==> config.mk <==
export PLATFORM = sky130hd
export DESIGN_NAME = rf_wb_arbiter
export DESIGN_NICKNAME = d
export VERILOG_FILES = /design/src/rtl/rf_wb_arbiter.sv
export SDC_FILE = /design/constraint.sdc
export NUM_CORES = 1
export LEC_CHECK = 0
export CELL_PAD_IN_SITES_DETAIL_PLACEMENT = 0
export CELL_PAD_IN_SITES_GLOBAL_PLACEMENT = 2
export CORE_MARGIN = 1.5
export CORE_UTILIZATION = 36
export CTS_CLUSTER_SIZE = 30
export DETAILED_ROUTE_END_ITERATION = 16
export GPL_ROUTABILITY_DRIVEN = 0
export HOLD_SLACK_MARGIN = 0.05
export PLACE_DENSITY = 0.81
export SKIP_CTS_REPAIR_TIMING = 1
export SLEW_MARGIN = 20
export SYNTH_ARGS = -nofsm -noshare
export SYNTH_HDL_FRONTEND = slang
export SYNTH_SLANG_ARGS = --single-unit
==> constraint.sdc <==
create_clock -name clk -period 6.55 [get_ports clk]
set_input_delay 0.9825 -clock clk [delete_from_list [all_inputs] [get_ports clk]]
set_output_delay 0.9825 -clock clk [all_outputs]
set_load 0.05 [all_outputs]
==> src/rtl/rf_wb_arbiter.sv <==
// Register-file writeback arbiter: ALU priority, FIFO-buffered long-latency path.
// Optional macro RF_WB_BYPASS_EN lets an idle-cycle long-latency write skip the FIFO.
module rf_wb_arbiter #(
    parameter int n          = 32,
    parameter int FIFO_DEPTH = 2,
    parameter int STARVE_MAX = 4
) (
    input  logic                          clk,
    input  logic                          rst,
    input  logic                          alu_valid,
    input  logic [4:0]                    alu_rd,
    input  logic [n-1:0]                  alu_data,
    output logic                          alu_ready,
    input  logic                          lu_valid,
    input  logic [4:0]                    lu_rd,
    input  logic [n-1:0]                  lu_data,
    output logic                          lu_ready,
    output logic                          Wr_en,
    output logic [4:0]                    rd,
    output logic [n-1:0]                  Wr_data,
    output logic [$clog2(FIFO_DEPTH):0]   fifo_count
);

    localparam int PW = $clog2(FIFO_DEPTH);
    localparam int CW = PW + 1;
    localparam int SW = $clog2(STARVE_MAX + 1);

    typedef enum logic {S_NORM, S_FORCE} state_t;

    state_t          state_q, state_d;
    logic [SW-1:0]   starve_cnt_q, starve_cnt_d;
    logic [PW-1:0]   wr_ptr_q, wr_ptr_d;
    logic [PW-1:0]   rd_ptr_q, rd_ptr_d;
    logic [CW-1:0]   count_q, count_d;
    logic            wr_en_q, wr_en_d;
    logic [4:0]      rd_q, rd_d;
    logic [n-1:0]    wr_data_q, wr_data_d;

    logic [4:0]      rd_mem_q   [FIFO_DEPTH];
    logic [n-1:0]    data_mem_q [FIFO_DEPTH];

    logic            fifo_empty;
    logic            grant_alu, grant_fifo, grant_byp;
    logic            push, pop, any_grant;
    logic [4:0]      sel_rd;
    logic [n-1:0]    sel_data;

    always_comb begin
        fifo_empty = (count_q == '0);
        alu_ready  = (state_q == S_NORM);
        lu_ready   = (count_q < CW'(FIFO_DEPTH));

        grant_alu  = 1'b0;
        grant_fifo = 1'b0;
        grant_byp  = 1'b0;
        unique case (state_q)
            S_NORM: begin
                if (alu_valid) begin
                    grant_alu = 1'b1;
                end else if (!fifo_empty) begin
                    grant_fifo = 1'b1;
                end else begin
`ifdef RF_WB_BYPASS_EN
                    grant_byp = lu_valid;
`else
                    grant_byp = 1'b0;
`endif
                end
            end
            S_FORCE: grant_fifo = !fifo_empty;
            default: grant_fifo = 1'b0;
        endcase

        push      = lu_valid && lu_ready && !grant_byp;
        pop       = grant_fifo;
        any_grant = grant_alu || grant_fifo || grant_byp;

        sel_rd   = lu_rd;
        sel_data = lu_data;
        if (grant_alu) begin
            sel_rd   = alu_rd;
            sel_data = alu_data;
        end else if (grant_fifo) begin
            sel_rd   = rd_mem_q[rd_ptr_q];
            sel_data = data_mem_q[rd_ptr_q];
        end

        // x0 writes are consumed but never reach the register file
        wr_en_d   = any_grant && (sel_rd != 5'd0);
        rd_d      = wr_en_d ? sel_rd : rd_q;
        wr_data_d = wr_en_d ? sel_data : wr_data_q;

        starve_cnt_d = starve_cnt_q;
        if (fifo_empty || grant_fifo) begin
            starve_cnt_d = '0;
        end else if (grant_alu) begin
            starve_cnt_d = starve_cnt_q + SW'(1);
        end

        state_d = S_NORM;
        if (state_q == S_NORM && !fifo_empty &&
            starve_cnt_d == SW'(STARVE_MAX)) begin
            state_d = S_FORCE;
        end

        wr_ptr_d = push ? wr_ptr_q + PW'(1) : wr_ptr_q;
        rd_ptr_d = pop  ? rd_ptr_q + PW'(1) : rd_ptr_q;
        count_d  = count_q + CW'(push) - CW'(pop);
    end

    always_ff @(posedge clk or posedge rst) begin
        if (rst) begin
            state_q      <= S_NORM;
            starve_cnt_q <= '0;
            wr_ptr_q     <= '0;
            rd_ptr_q     <= '0;
            count_q      <= '0;
            wr_en_q      <= 1'b0;
            rd_q         <= '0;
            wr_data_q    <= '0;
        end else begin
            state_q      <= state_d;
            starve_cnt_q <= starve_cnt_d;
            wr_ptr_q     <= wr_ptr_d;
            rd_ptr_q     <= rd_ptr_d;
            count_q      <= count_d;
            wr_en_q      <= wr_en_d;
            rd_q         <= rd_d;
            wr_data_q    <= wr_data_d;
        end
    end

    // Storage needs no reset: occupancy is tracked by the pointers
    always_ff @(posedge clk) begin
        if (push) begin
            rd_mem_q[wr_ptr_q]   <= lu_rd;
            data_mem_q[wr_ptr_q] <= lu_data;
        end
    end

    assign Wr_en      = wr_en_q;
    assign rd         = rd_q;
    assign Wr_data    = wr_data_q;
    assign fifo_count = count_q;

endmodule

==> results.sh <==
export IMPL_post_synth_top_count_cell="edfxtp_1"
export IMPL_netlist_top_cells_count="edfxtp_1, dfrtp_1, a22oi_1, mux2_2, o2bb2ai_1"
export IMPL_grt_max_degree=47
export IMPL_period_share=0.583
export IMPL_synthFlopType="edfxtp_1"
export IMPL_hold_violations=0
export IMPL_combinationalPowerShare=0.380
export IMPL_clkPwrFrac=0.248
export IMPL_p_int_uw=2020
export IMPL_rsz0062_at_grt="false"
export IMPL_cts_tree="done"
export IMPL_leakagePower_uw=0.00246
export IMPL_gr_total_overflow=0
export IMPL_total_power_uw=3250
export IMPL_wirelength_mm=11.1
export IMPL_yosysTopAreaCell="edfxtp_1"
export IMPL_grt_pass1_wl_mm=17.4
export IMPL_post_drt_wl_per_cell_um=18.0
export IMPL_relSlewSlack=0.274
export IMPL_synth_area_um2=4800
export IMPL_num_antenna_cells=0
export IMPL_cts_made_buffers=17
export IMPL_synth_cell_types=36
export IMPL_ioPinCount=120
export IMPL_cts_sinks=120
export IMPL_ir_drop_uv=248
export IMPL_power_frac_seq=0.372
export IMPL_row_count=42
export IMPL_ant_nets=0
export IMPL_crit_arrival_ns=4.11
export IMPL_finalSetupViolCount=0
export IMPL_insertion_delay_ns=0.41
export IMPL_worst_pin_slew_ns=1.09
export IMPL_grt_pass1_vias=3197
export IMPL_layout_nets=510
export IMPL_chipWidth_um=118
export IMPL_drv_slew=0
export IMPL_dr_first_iter_drc_count=171
export IMPL_via_count=3031
export IMPL_tns_ns=0
export IMPL_outcome="complete, no violations"
export IMPL_yosysWarnings=0
export IMPL_critPathKind="in2reg"
export IMPL_min_delay_path_class="reg2reg"
export IMPL_netSwitchingFraction=0.379
export IMPL_drc=0
export IMPL_area_delta_synth_final_pct=39.7
export IMPL_synth_area_top_cells="edfxtp_1, dfrtp_1, mux2_2"
export IMPL_path_clk_slew_ns=0.05
export IMPL_power_density_nw_per_um2=485
export IMPL_yosysSeqAreaShare=0.702
export IMPL_ys_async_sr_fraction=0.383
export IMPL_drive_above_1_share=0.127
export IMPL_die_area_um2=14000
export IMPL_avgViaCountPerCell=4.90
export IMPL_core_area_um2=13100
export IMPL_ys_ff_latch=120
export IMPL_fillCellCount=1141
export IMPL_yosys_area_top_type_share=0.463
export IMPL_fmax_mhz=262
export IMPL_drv_cap=0
export IMPL_cts_root_buf="clkbuf_16"
export IMPL_cp_max_fo=32
export IMPL_critPathLaunchType="input pin"
export IMPL_h_tree_depth=4
export IMPL_grt_usage=0.166
export IMPL_antenna_found_initial=0
export IMPL_initial_core_util=0.366
export IMPL_die_h_um=118
export IMPL_syn_inst=311
export IMPL_syn_area_per_cell_um2=15.4
export IMPL_drt_pass1_iter_count=4
export IMPL_endpoint_kind="flop"
export IMPL_cp_required_ns=6.84
export IMPL_skew_ns=0.00775
export IMPL_finalCriticalPeriod_ns=3.82
export IMPL_syn_num_nets=392
export IMPL_portBuffers=119
export IMPL_synth_edf_count=74
export IMPL_power_switching_uw=1230
export IMPL_clk_path_buf_depth=2
export IMPL_hpwl_mm=7.01
-- routing by layer --
metal	GRT usage	up-vias	part of all wire
met5	0	-	0
met4	0.0512	0	0.0082
met3	0.0681	8	0.062
met2	0.266	91	0.49
met1	0.207	1485	0.44
li1	-	1447	-
-- cell usage in the layout (no fill, tap or decap), drive strengths merged --
cell type      instances
a311oi                 1
or4                    1
nor2b                  1
nand2                  2
edfxtp                74
mux2                  21
xnor2                  4
clkdlybuf4s50        119
nor2                  19
inv                    6
a21oi                 13
a21o                   1
a22oi                 21
nor4                   2
o41ai                  1
or2                    1
o32ai                  1
buf                    2
clkbuf                27
nor3                   3
dfrtp                 46
a221o                  4
and3                   2
o22a                  11
o2bb2ai               21
clkinv                 6
xor2                   1
o211ai                 1
ha                     3
mux2i                 17
a211oi                 5
o22ai                  1
and3b                  1
o21ai                  2
nand2b                 1
-- power groups by stage --
stage	sequential, µW	combinational, µW	clock [µW]
after CTS	1220	1240	821
after floorplan	1550	466	0
after global placement	1220	1220	0
final	1210	1240	806
after detailed placement	1220	1240	0
after global routing	1240	1300	860
-- final timing paths --
| check | from | to | slack [ns] | cells after the start |
|---|---|---|---|---|
| setup / recovery | alu_valid | Wr_data[22]$_DFFE_PP0P_ | 2.73 | 6 |
| hold / removal | starve_cnt_q[0]$_DFF_PP0_ | starve_cnt_q[0]$_DFF_PP0_ | 0.48 | 1 |
| setup reg to reg | rd_ptr_q$_DFFE_PP0N_ | Wr_data[22]$_DFFE_PP0P_ | 3.12 | 5 |
| hold reg to reg | starve_cnt_q[0]$_DFF_PP0_ | starve_cnt_q[0]$_DFF_PP0_ | 0.48 | 1 |
| max in group asynchronous | rst | rd_ptr_q$_DFFE_PP0N_ | 4.98 | 2 |
| min in group asynchronous | rst | fifo_count[0]$_DFF_PP0_ | 1.05 | 2 |
-- through the flow --
step	area (µm²)	util	cells	hold WS, ns	worst slack [ns]
floorplan	4800	-	311	0.435	3.31
global placement	6160	0.469	585	0.449	2.37
detailed placement	6160	0.469	585	0.467	2.27
CTS	6680	0.508	617	0.473	2.70
global route	6710	0.511	618	0.513	2.54
finish	6710	0.511	618	0.479	2.73
-- kinds of logic (layout without fill, tap and decap cells) --
logic type / count (synthesis) / in the layout / synth area share
xor gates and xnor gates: 5 / 5 / 0.00912
AOI/OAI and AO/OA: 83 / 83 / 0.137
and+or+nand+nor: 33 / 33 / 0.0328
muxes: 38 / 38 / 0.0847
adders and majority gates: 3 / 3 / 0.00782
DFF: 120 / 120 / 0.702
buffers and inverters: 29 / 160 / 0.0266
-- layout make-up --
class | instances | area, µm² | area share
Multi-Input combinational cell | 162 | 1340 | 0.200
Inverter | 7 | 27.5 | 0.00410
Sequential cell | 120 | 3370 | 0.503
Tap cell | 176 | 220 | 0.0328
Clock buffer | 27 | 493 | 0.0735
Clock inverter | 5 | 23.8 | 0.00354
Timing Repair Buffer | 121 | 1230 | 0.183
-- sequential cells by signal (all words and copies together) (netlist names), 2 cells and up --
name / count
fifo_count: 2
data_mem_q: 64
rd: 5
starve_cnt_q: 3
Wr_data: 32
rd_mem_q: 10
-- critical path, cell delays in order --
cell,delay (ns)
clkdlybuf4s50_1,0.48
nor2b_4,0.69
a211oi_1,0.25
o32ai_4,0.89
inv_1,0.47
o22a_1,0.33
Note: power is estimated with default switching activity, not from simulation.
